File: src/rtl/instr_sequencer_if.sv
// ---------------------------------------------------------------------------
// instr_sequencer_if
//   Groups the host command port, the compute-unit issue/result port and the
//   status outputs of instr_sequencer into one bundle.
//
//   Handshake: there is no ready signal anywhere on this bus. instr_valid is a
//   one-way strobe that drives the compute unit's enable; every enabled cycle
//   with instr_valid=1 is exactly one executed instruction. result_in is
//   expected one cycle after its instruction was executed. cmd is a one-cycle
//   request sampled on every enabled edge; the host holds it while ena is low.
//
//   Signals (direction as seen from the sequencer, modport slave):
//     cmd          in   2     00 none, 01 write byte, 10 start, 11 clear/abort
//     wr_data      in   8     write byte; bit0 = loop request on start
//     result_in    in   8     compute unit result byte
//     instr_out    out  16    issued instruction (registered)
//     instr_valid  out  1     instruction valid / compute unit enable
//     busy         out  1     sequencer is running or draining
//     done         out  1     run finished
//     overflow     out  1     sticky: write attempted with buffer full
//     prog_len     out  AW+1  committed instruction count
//     result_last  out  8     most recent captured result
//     result_xor   out  8     XOR of results captured in this run
//     dbg_state    out  2     FSM state (0 IDLE, 1 RUN, 2 DRAIN, 3 DONE)
//     dbg_cap_pend out  1     a result is due for capture on the next edge
// ---------------------------------------------------------------------------
interface instr_sequencer_if #(
  parameter int AW = 4
);
  logic [1:0]  cmd;
  logic [7:0]  wr_data;
  logic [7:0]  result_in;
  logic [15:0] instr_out;
  logic        instr_valid;
  logic        busy;
  logic        done;
  logic        overflow;
  logic [AW:0] prog_len;
  logic [7:0]  result_last;
  logic [7:0]  result_xor;
  logic [1:0]  dbg_state;
  logic        dbg_cap_pend;

  // Host / compute-unit side.
  modport master (
    output cmd, wr_data, result_in,
    input  instr_out, instr_valid, busy, done, overflow, prog_len,
    input  result_last, result_xor, dbg_state, dbg_cap_pend
  );

  // Sequencer side.
  modport slave (
    input  cmd, wr_data, result_in,
    output instr_out, instr_valid, busy, done, overflow, prog_len,
    output result_last, result_xor, dbg_state, dbg_cap_pend
  );
endinterface

File: src/rtl/instr_sequencer.sv
// ---------------------------------------------------------------------------
// instr_sequencer
//   Host-side instruction issuer for the 8-bit compute unit. A host loads a
//   short program of 16-bit instructions one byte at a time (high byte first),
//   then issues a start. The sequencer streams one instruction per enabled
//   cycle to the compute unit and captures each result one cycle after it was
//   executed, keeping the last result and a running XOR checksum.
//
//   Optional feature (macro SEQ_LOOP_EN): a start with wr_data[0]=1 on a
//   non-empty program arms loop mode, where the program is reissued forever
//   without a bubble until a clear/abort command arrives. Without the macro
//   wr_data is ignored on start.
//
//   Ports:
//     clk    in   clock, all logic on the rising edge
//     rst_n  in   synchronous active-low reset
//     ena    in   global enable; low freezes every register
//     bus    slave modport of instr_sequencer_if (commands, issue, results,
//            status and debug state)
//
//   Parameters:
//     DEPTH  program buffer entries (power of two, 2..256)
//     AW     log2(DEPTH)
// ---------------------------------------------------------------------------
module instr_sequencer #(
  parameter int DEPTH = 16,
  parameter int AW    = 4
) (
  input  logic             clk,
  input  logic             rst_n,
  input  logic             ena,
  instr_sequencer_if.slave bus
);

  typedef enum logic [1:0] {
    S_IDLE  = 2'd0,
    S_RUN   = 2'd1,
    S_DRAIN = 2'd2,
    S_DONE  = 2'd3
  } state_t;

  localparam logic [1:0]  CMD_WRITE = 2'b01;
  localparam logic [1:0]  CMD_START = 2'b10;
  localparam logic [1:0]  CMD_CLEAR = 2'b11;
  localparam logic [AW:0] W_DEPTH   = (AW+1)'(DEPTH);
  localparam logic [AW:0] W_ONE     = (AW+1)'(1);

  // -------------------------------------------------------------------------
  // State
  // -------------------------------------------------------------------------
  state_t      r_state;
  logic [15:0] r_mem [DEPTH];
  logic [7:0]  r_hi;           // latched high byte of a half-written instr
  logic        r_pend;         // high byte latched, low byte outstanding
  logic [AW:0] r_prog_len;
  logic [AW:0] r_rd_ptr;
  logic [15:0] r_instr_out;
  logic        r_instr_valid;
  logic        r_cap_pend;     // instr_valid delayed one edge: result due now
  logic        r_overflow;
  logic [7:0]  r_result_last;
  logic [7:0]  r_result_xor;
`ifdef SEQ_LOOP_EN
  logic        r_loop;
`endif

  // -------------------------------------------------------------------------
  // Next-state values
  // -------------------------------------------------------------------------
  state_t      w_state_nxt;
  logic [7:0]  w_hi_nxt;
  logic        w_pend_nxt;
  logic [AW:0] w_prog_len_nxt;
  logic [AW:0] w_rd_ptr_nxt;
  logic [15:0] w_instr_out_nxt;
  logic        w_instr_valid_nxt;
  logic        w_cap_pend_nxt;
  logic        w_overflow_nxt;
  logic [7:0]  w_result_last_nxt;
  logic [7:0]  w_result_xor_nxt;
  logic        w_mem_we;
  logic [15:0] w_mem_wdata;
  logic [15:0] w_rd_data;
`ifdef SEQ_LOOP_EN
  logic        w_loop_nxt;
`endif

  assign w_rd_data = r_mem[r_rd_ptr[AW-1:0]];

  always_comb begin
    w_state_nxt       = r_state;
    w_hi_nxt          = r_hi;
    w_pend_nxt        = r_pend;
    w_prog_len_nxt    = r_prog_len;
    w_rd_ptr_nxt      = r_rd_ptr;
    w_instr_out_nxt   = r_instr_out;
    w_instr_valid_nxt = r_instr_valid;
    w_cap_pend_nxt    = r_instr_valid;
    w_overflow_nxt    = r_overflow;
    w_result_last_nxt = r_result_last;
    w_result_xor_nxt  = r_result_xor;
    w_mem_we          = 1'b0;
    w_mem_wdata       = {r_hi, bus.wr_data};
`ifdef SEQ_LOOP_EN
    w_loop_nxt        = r_loop;
`endif

    // Result capture runs in every state, including the edge of an abort, so
    // the result already in flight at that edge is kept.
    if (r_cap_pend) begin
      w_result_last_nxt = bus.result_in;
      w_result_xor_nxt  = r_result_xor ^ bus.result_in;
    end

    case (r_state)
      S_IDLE, S_DONE: begin
        case (bus.cmd)
          CMD_WRITE: begin
            w_state_nxt = S_IDLE;
            if (r_prog_len == W_DEPTH) begin
              // Buffer full: byte dropped, pending half left as it was.
              w_overflow_nxt = 1'b1;
            end else if (!r_pend) begin
              w_hi_nxt   = bus.wr_data;
              w_pend_nxt = 1'b1;
            end else begin
              w_mem_we       = 1'b1;
              w_prog_len_nxt = r_prog_len + W_ONE;
              w_pend_nxt     = 1'b0;
            end
          end
          CMD_START: begin
            w_pend_nxt       = 1'b0;
            w_result_xor_nxt = 8'h00;
            w_rd_ptr_nxt     = '0;
            w_state_nxt      = (r_prog_len == '0) ? S_DONE : S_RUN;
`ifdef SEQ_LOOP_EN
            w_loop_nxt       = bus.wr_data[0] && (r_prog_len != '0);
`endif
          end
          CMD_CLEAR: begin
            w_prog_len_nxt = '0;
            w_pend_nxt     = 1'b0;
            w_overflow_nxt = 1'b0;
            w_state_nxt    = S_IDLE;
          end
          default: ;
        endcase
      end

      S_RUN: begin
        if (bus.cmd == CMD_CLEAR) begin
          w_instr_valid_nxt = 1'b0;
          w_instr_out_nxt   = 16'h0000;
          w_cap_pend_nxt    = 1'b0;
          w_state_nxt       = S_IDLE;
`ifdef SEQ_LOOP_EN
          w_loop_nxt        = 1'b0;
`endif
        end else if (r_rd_ptr < r_prog_len) begin
          w_instr_out_nxt   = w_rd_data;
          w_instr_valid_nxt = 1'b1;
          w_rd_ptr_nxt      = r_rd_ptr + W_ONE;
        end else begin
`ifdef SEQ_LOOP_EN
          if (r_loop) begin
            // Wrap and issue entry 0 on this same edge: no bubble.
            w_instr_out_nxt   = r_mem[{AW{1'b0}}];
            w_instr_valid_nxt = 1'b1;
            w_rd_ptr_nxt      = W_ONE;
          end else begin
            w_instr_out_nxt   = 16'h0000;
            w_instr_valid_nxt = 1'b0;
            w_state_nxt       = S_DRAIN;
          end
`else
          w_instr_out_nxt   = 16'h0000;
          w_instr_valid_nxt = 1'b0;
          w_state_nxt       = S_DRAIN;
`endif
        end
      end

      S_DRAIN: begin
        if (bus.cmd == CMD_CLEAR) begin
          w_instr_valid_nxt = 1'b0;
          w_instr_out_nxt   = 16'h0000;
          w_cap_pend_nxt    = 1'b0;
          w_state_nxt       = S_IDLE;
        end else if (r_cap_pend && !r_instr_valid) begin
          // Final result is captured on this edge by the logic above.
          w_state_nxt = S_DONE;
        end
      end

      default: w_state_nxt = S_IDLE;
    endcase
  end

  // -------------------------------------------------------------------------
  // State register
  // -------------------------------------------------------------------------
  always_ff @(posedge clk) begin
    if (!rst_n) begin
      r_state       <= S_IDLE;
      r_hi          <= 8'h00;
      r_pend        <= 1'b0;
      r_prog_len    <= '0;
      r_rd_ptr      <= '0;
      r_instr_out   <= 16'h0000;
      r_instr_valid <= 1'b0;
      r_cap_pend    <= 1'b0;
      r_overflow    <= 1'b0;
      r_result_last <= 8'h00;
      r_result_xor  <= 8'h00;
`ifdef SEQ_LOOP_EN
      r_loop        <= 1'b0;
`endif
    end else if (ena) begin
      r_state       <= w_state_nxt;
      r_hi          <= w_hi_nxt;
      r_pend        <= w_pend_nxt;
      r_prog_len    <= w_prog_len_nxt;
      r_rd_ptr      <= w_rd_ptr_nxt;
      r_instr_out   <= w_instr_out_nxt;
      r_instr_valid <= w_instr_valid_nxt;
      r_cap_pend    <= w_cap_pend_nxt;
      r_overflow    <= w_overflow_nxt;
      r_result_last <= w_result_last_nxt;
      r_result_xor  <= w_result_xor_nxt;
`ifdef SEQ_LOOP_EN
      r_loop        <= w_loop_nxt;
`endif
    end
  end

  // Program buffer: no reset, contents are only meaningful below prog_len.
  always_ff @(posedge clk) begin
    if (rst_n && ena && w_mem_we) begin
      r_mem[r_prog_len[AW-1:0]] <= w_mem_wdata;
    end
  end

  // -------------------------------------------------------------------------
  // Outputs
  // -------------------------------------------------------------------------
  assign bus.instr_out    = r_instr_out;
  assign bus.instr_valid  = r_instr_valid;
  assign bus.busy         = (r_state == S_RUN) || (r_state == S_DRAIN);
  assign bus.done         = (r_state == S_DONE);
  assign bus.overflow     = r_overflow;
  assign bus.prog_len     = r_prog_len;
  assign bus.result_last  = r_result_last;
  assign bus.result_xor   = r_result_xor;
  assign bus.dbg_state    = r_state;
  assign bus.dbg_cap_pend = r_cap_pend;

endmodule

File: src/flat_wrapper.sv
// flat-port wrapper written by rule: the top's interface ports become plain ports
module instr_sequencer_flat 
#(
  parameter int DEPTH = 16,
  parameter int AW    = 4
)
  (clk, rst_n, ena, bus_cmd, bus_wr_data, bus_result_in, bus_instr_out, bus_instr_valid, bus_busy, bus_done, bus_overflow, bus_prog_len, bus_result_last, bus_result_xor, bus_dbg_state, bus_dbg_cap_pend);
  instr_sequencer_if #(.AW(AW)) bus_i ();
  input  logic clk;
  input  logic rst_n;
  input  logic ena;
  input wire logic [$bits(bus_i.cmd)-1:0] bus_cmd;
  input wire logic [$bits(bus_i.wr_data)-1:0] bus_wr_data;
  input wire logic [$bits(bus_i.result_in)-1:0] bus_result_in;
  output wire logic [$bits(bus_i.instr_out)-1:0] bus_instr_out;
  output wire logic [$bits(bus_i.instr_valid)-1:0] bus_instr_valid;
  output wire logic [$bits(bus_i.busy)-1:0] bus_busy;
  output wire logic [$bits(bus_i.done)-1:0] bus_done;
  output wire logic [$bits(bus_i.overflow)-1:0] bus_overflow;
  output wire logic [$bits(bus_i.prog_len)-1:0] bus_prog_len;
  output wire logic [$bits(bus_i.result_last)-1:0] bus_result_last;
  output wire logic [$bits(bus_i.result_xor)-1:0] bus_result_xor;
  output wire logic [$bits(bus_i.dbg_state)-1:0] bus_dbg_state;
  output wire logic [$bits(bus_i.dbg_cap_pend)-1:0] bus_dbg_cap_pend;
  assign bus_i.cmd = bus_cmd;
  assign bus_i.wr_data = bus_wr_data;
  assign bus_i.result_in = bus_result_in;
  assign bus_instr_out = bus_i.instr_out;
  assign bus_instr_valid = bus_i.instr_valid;
  assign bus_busy = bus_i.busy;
  assign bus_done = bus_i.done;
  assign bus_overflow = bus_i.overflow;
  assign bus_prog_len = bus_i.prog_len;
  assign bus_result_last = bus_i.result_last;
  assign bus_result_xor = bus_i.result_xor;
  assign bus_dbg_state = bus_i.dbg_state;
  assign bus_dbg_cap_pend = bus_i.dbg_cap_pend;
  instr_sequencer #(.DEPTH(DEPTH), .AW(AW)) u_core (.clk(clk), .rst_n(rst_n), .ena(ena), .bus(bus_i));
endmodule
File: config.mk
export PLATFORM = sky130hd
export DESIGN_NAME = instr_sequencer_flat
export DESIGN_NICKNAME = d
export VERILOG_FILES = /design/src/rtl/instr_sequencer_if.sv /design/src/rtl/instr_sequencer.sv /design/src/flat_wrapper.sv
export SDC_FILE = /design/constraint.sdc
export NUM_CORES = 1
export LEC_CHECK = 0
export CORE_ASPECT_RATIO = 0.9
export CORE_MARGIN = 4
export CORE_UTILIZATION = 52
export DETAILED_ROUTE_END_ITERATION = 6
export MAX_ROUTING_LAYER = met4
export PLACE_DENSITY = 0.82
export SYNTH_ARGS = -nofsm -noshare
export SYNTH_HDL_FRONTEND = slang
export SYNTH_SLANG_ARGS = --single-unit
File: constraint.sdc
create_clock -name clk -period 3.4 [get_ports clk]
set_input_delay 0.51 -clock clk [delete_from_list [all_inputs] [get_ports clk]]
set_output_delay 0.51 -clock clk [all_outputs]
set_load 0.01 [all_outputs]
Word-level counts from Yosys, hierarchy flattened
Memories as Yosys holds them, arrays and structs flattened. A register that Yosys moved wholly into a read port is not among the register bits.
Index checks and enable logic that the tools add are counted.
Widths: inputs -> output; s select.
Storage, ports and cells
  register bits after elaboration: 56
  memory bits (writable): 256
  input bits: 21
  logic and storage cells: 98
  memories: 1
Cells by class
  add/subtract/negate cells: 2
  order comparisons: 1
  equality and inequality tests: 17
  multiplexer cells: 39
  bitwise logic cells: 3
  reductions and logical operators: 24
Memories
  u_core.r_mem: depth 16, bits a word 16, rd ports 1, clocked after memory_dff 1, write ports 1, line instr_sequencer.sv:52  | logic [15:0] r_mem [DEPTH];
Operators by type and width (count)
  $mux 16: 3
  $pmux 16 s2: 1
  $mux 5: 5
  $mux 8: 3
  $pmux 5 s2: 2
  $reduce_and 5->1: 3
  $mux 1: 13
  $reduce_and 4->1: 3
  $add 5x1->5 const B: 2
  $mux 2: 5
  $eq 2x2->1 const B: 4
  $mux 4: 2
  $ne 2x1->1 const B: 4
  $reduce_bool 2->1: 4
  $reduce_or 2->1: 4
  $xor 8x8->8: 1
  $ne 2x2->1 const B: 3
  $pmux 1 s2: 3
  $pmux 2 s3: 1
  $eq 5x5->1 const B: 1
  $logic_not 5->1: 1
  $lt 5x5->1: 1
  $eq 2x1->1 const B: 2
  $pmux 2 s2: 1
  other kinds (10): 14

Logic depth before layout (Yosys ltp)
  word-level depth: 7
  gate-level depth with buffers: 9
  gate-level depth less buffers: 7

Worst setup path after synthesis
No wires, ideal clock.
  path type: register to register
  from: register u_core.r_state[0], in the netlist u_core.bus.dbg_state[0]
  to: memory u_core.r_mem[3][0] (enable)
  arrival: 2835 ps
  required time: 2991 ps
  setup slack: 155 ps
  stages on the path, launching flop included: 8
  clock period less this slack: 3245 ps
  path through: dfxtp_1 inv_1 ha_1 buf_2 nand3_1 nor4_2 nand2_1 nor3_1
On the way
  cells in the longest elaborated chain, start to end: 6
RTL lines
  from (decl): line instr_sequencer.sv:51  | state_t r_state;
  from (signal assigned): line instr_sequencer.sv:220  | r_state <= w_state_nxt;
  $eq 2x2->1 or $logic_not 2->1 (tied branches): line instr_sequencer.sv:115  | case (r_state)
  $reduce_or 2->1 (*): line instr_sequencer.sv:115
  $mux 1 (*): line instr_sequencer.sv:115
  $logic_and 1x1->1 (*): line instr_sequencer.sv:239  | if (rst_n && ena && w_mem_we) begin
  $mux 1 (*): line instr_sequencer.sv:239
  $mux 1 (implied by the code) (*): line instr_sequencer.sv:240  | r_mem[r_prog_len[AW-1:0]] <= w_mem_wdata;
  to (decl): line instr_sequencer.sv:52
Every way passes the cells marked *; elsewhere a longest branch is shown, timed or not.

Final worst setup path
  from: register u_core.r_state[0], in the netlist u_core.bus.dbg_state[0]
  to: memory u_core.r_mem[9][8] (enable)
Same word-level chain as after synthesis.

==> impl_metrics.tcl <==
set metrics [dict create \
    run_status "finished, final reports clean" \
    async_flop_share_pct 0 \
    path_cells "inv_1, ha_1, nand3_1, nor4_2, nand2_1, nor2_1, buf_4" \
    largest_net_degree_at_the_start_of_global_routing 49 \
    setup_slack_ns 0.3771 \
    num_io_pins 65 \
    detail_route.drc_violations 0 \
    root_buffer "sky130_fd_sc_hd__clkbuf_16" \
    ctsLongestPathBuffers 3 \
    timing.hold.worst.class "register to register" \
    drt-initial-drc-count 651 \
    crit_fanout 16 \
    timing.critical_path.from_type "register" \
    clk_transition_reported_paths_ns 0.06 \
    seq_area_frac_synth_pct 72.39 \
    fmax_mhz 330.8 \
    tritoncts "built" \
    finish.net_count 798 \
    yosys.cell_types.count 51 \
    antenna_cells 0 \
    cell_internal_power_dissipation_mw 6.138 \
    portBuffers 64 \
    dp_worst_setup_slack_ns 0.4462 \
    die_width_um 170.0 \
    mostFrequentLayoutCell "sky130_fd_sc_hd__edfxtp_1" \
    place_congestion 0.8734 \
    area_of_the_die_um2 26140 \
    wire_length_of_the_first_global_routing_pass_um 41080 \
    pwr-share-seq_pct 55.0 \
    min_period_over_period_pct 88.91 \
    floorplan_core_area_um2 23280 \
    layout_cell_share_with_drive_strength_beyond_1_pct 20.94 \
    post_drt_wl_per_cell_um 24.90 \
    netSwitchingFraction_pct 19.78 \
    chipHeight_um 153.8 \
    worst-slew-pin-transition_ns 1.066 \
    post_cts_resize_count 0 \
    numPlacedInstances 1035 \
    share_comb_of_total_power_pct 2.8 \
    powerDensity_nw_per_um2 533.7 \
    worst_slew_margin_pct 28.72 \
    setup.worst_path.class "register to register" \
    yosys_register_bits 316 \
    cts.sink_count 316 \
    unrepaired_setup_endpoints_after_global_routing "no" \
    synth.yosys.warnings 0 \
    global_route.overflow_total 0 \
    mappedNetlistNets 708 \
    setup_tns_ns 0 \
    synthesis.area_per_instance_um2 18.19 \
    critPathCaptureType "register" \
    vias 6616 \
    first_global_vias 6814 \
    cts_inserted_buffers 30 \
    report.final.slew_viol_count 0 \
    layout_common_cells "sky130_fd_sc_hd__edfxtp_1, sky130_fd_sc_hd__mux4_2, sky130_fd_sc_hd__clkdlybuf4s50_1, sky130_fd_sc_hd__dfxtp_1, sky130_fd_sc_hd__nor2_1" \
    critical_path.n_buffers_inverters 2 \
    drt_wl_total_um 27140 \
    timing.max_cap.violations 0 \
    netlist_area_um2 12280 \
    synth_flop_cell "sky130_fd_sc_hd__edfxtp_1" \
    route.detailed.vias_per_inst 6.070 \
    grt_antenna_before_repair 0 \
    hold_viol 0 \
    htree_num_levels 1 \
    post_detail_place_hpwl_um 17040 \
    globalRouteTotalUtil_pct 21.41 \
    final_cell_count_no_fill 1090 \
    clock_power_share_pct 42.2 \
    post-cts-setup-buffer-count 0 \
    static-leakage-power_nw 4.504 \
    synth_cells 675 \
    worst_ep_required_time_ns 3.62 \
    crit_slowest_cell "sky130_fd_sc_hd__nor4_2" \
    postRouteAntennaNets 0 \
    power.switching_mw 1.514 \
    core.rowCount 53 \
    syn_to_final_growth_pct 16.78 \
    setup_viol 0 \
    clock_insertion_delay_worst_skew_ns 0.54 \
    post_cts_hold_buffer_count 0 \
    final.setup_skew_ns 0.009151 \
    worst_path_largest_cell_delay_ns 0.63 \
    ir_worst_vdd_v 0.0003794 \
    synth-edff-count 256 \
    start_util_pct 52.75 \
    cell_family_with_most_cp_delay "simple AND/OR/NAND/NOR gates" \
    endpoint_arrival_time_on_the_critical_path_ns 3.24 \
    detail_route.first_pass.iterations 5 \
    post-route-min-period_ns 3.023 \
]
==> routing by layer <==
| metal | part of all wire [%] | GRT usage, % | vias to the layer above |
|---|---|---|---|
| met5 | 0 | - | - |
| li1 | - | - | 2855 |
| met1 | 43 | 31.38 | 3362 |
| met2 | 46 | 32.15 | 349 |
| met4 | 3.1 | 5.817 | 0 |
| met3 | 7.6 | 3.033 | 50 |
==> path summary, 6_finish.rpt <==
check	from	endpoint	slack [ns]	depth (start not counted)
hold / removal	u_core.bus.result_last[7]$_SDFFE_PN0P_	u_core.bus.result_last[7]$_SDFFE_PN0P_	0.47	2
setup / recovery	u_core.bus.dbg_state[0]$_SDFFE_PN0P_	u_core.r_mem[9][8]$_DFFE_PP_	0.38	7
hold reg to reg	u_core.bus.result_last[7]$_SDFFE_PN0P_	u_core.bus.result_last[7]$_SDFFE_PN0P_	0.47	2
setup reg to reg	u_core.bus.dbg_state[0]$_SDFFE_PN0P_	u_core.r_mem[9][8]$_DFFE_PP_	0.38	7
==> Yosys cell counts, types with 3 or more instances <==
| cell | number | area share [%] |
|---|---|---|
| sky130_fd_sc_hd__edfxtp_1 | 256 | 63 |
| sky130_fd_sc_hd__mux4_2 | 64 | 12 |
| sky130_fd_sc_hd__dfxtp_1 | 60 | 9.8 |
| sky130_fd_sc_hd__nor2_1 | 41 | 1.3 |
| sky130_fd_sc_hd__nand2_1 | 36 | 1.1 |
| sky130_fd_sc_hd__mux2i_1 | 26 | 2.1 |
| sky130_fd_sc_hd__buf_2 | 18 | 0.73 |
| sky130_fd_sc_hd__a21oi_1 | 17 | 0.69 |
| sky130_fd_sc_hd__a22oi_1 | 17 | 1.0 |
| sky130_fd_sc_hd__o21ai_1 | 17 | 0.69 |
| sky130_fd_sc_hd__mux2_2 | 16 | 1.5 |
| sky130_fd_sc_hd__ha_1 | 12 | 1.2 |
| sky130_fd_sc_hd__inv_1 | 10 | 0.31 |
| sky130_fd_sc_hd__xor2_1 | 8 | 0.57 |
| sky130_fd_sc_hd__clkbuf_1 | 6 | 0.18 |
| sky130_fd_sc_hd__o21ai_0 | 6 | 0.24 |
| sky130_fd_sc_hd__nor3_1 | 5 | 0.20 |
| sky130_fd_sc_hd__buf_6 | 4 | 0.37 |
| sky130_fd_sc_hd__nand3_1 | 4 | 0.16 |
| sky130_fd_sc_hd__nor2b_1 | 4 | 0.20 |
| sky130_fd_sc_hd__xnor2_1 | 4 | 0.29 |
| sky130_fd_sc_hd__and2_1 | 3 | 0.15 |
| sky130_fd_sc_hd__mux2_1 | 3 | 0.28 |
| sky130_fd_sc_hd__nand4_1 | 3 | 0.15 |
==> cell families after synthesis <==
group / share of synthesized area (%)
AOI/OAI and AO/OA: 3.923
xor gates and xnor gates: 0.8560
adders and majority gates: 1.223
buffers and inverters: 1.681
DFF: 72.39
muxes: 15.60
and+or+nand+nor: 4.321
==> power by group through the flow <==
stage          clock network [mW]  registers (mW)  logic (mW)
4_1_cts                      3.26            4.21       0.211
3_3_place_gp                    0            4.29       0.198
2_1_floorplan                   0            4.28       0.102
5_1_grt                      3.44            4.21       0.231
3_5_place_dp                    0            4.29       0.208
6_report                     3.23            4.21       0.213
==> metrics by stage <==
stage / hold WS (ns) / utilization [%] / power [mW] / area, µm²
finish: 0.4695 / 61.60 / 7.652 / 14340
CTS: 0.4638 / 61.60 / 7.685 / 14340
detailed placement: 0.4491 / 57.47 / 4.503 / 13380
floorplan: 0.4804 / - / 4.383 / 12280
global route: 0.4912 / 61.60 / 7.883 / 14340
global placement: 0.4455 / 57.47 / 4.488 / 13380
==> final cells by class <==
class                      instances  area [µm²]
timing repair buffer              88       845.8
multi-input combinational        319        3222
fill                            1597        8937
clock buffer                      36       794.5
clock inverter                    19       166.4
sequential                       316        8895
inverter                          10       37.54
tap                              302       377.9
==> tightest hold or removal path, stage by stage, from the launching register on <==
cell and delay, ns:
sky130_fd_sc_hd__dfxtp_1 0.31, sky130_fd_sc_hd__nand2_1 0.05, sky130_fd_sc_hd__a21oi_1 0.06
==> flip-flops by register name, summed over array words and instances (netlist names), named ones only <==
signal                   flops
u_core.bus.instr_valid       1
u_core.r_rd_ptr              5
u_core.bus.dbg_cap_pend      1
u_core.bus.prog_len          5
u_core.bus.instr_out        16
u_core.r_mem               256
u_core.bus.result_xor        8
u_core.bus.dbg_state         2
u_core.r_pend                1
u_core.bus.result_last       8
u_core.bus.overflow          1
u_core.r_hi                  8
Power figures use the tool's default switching activity.
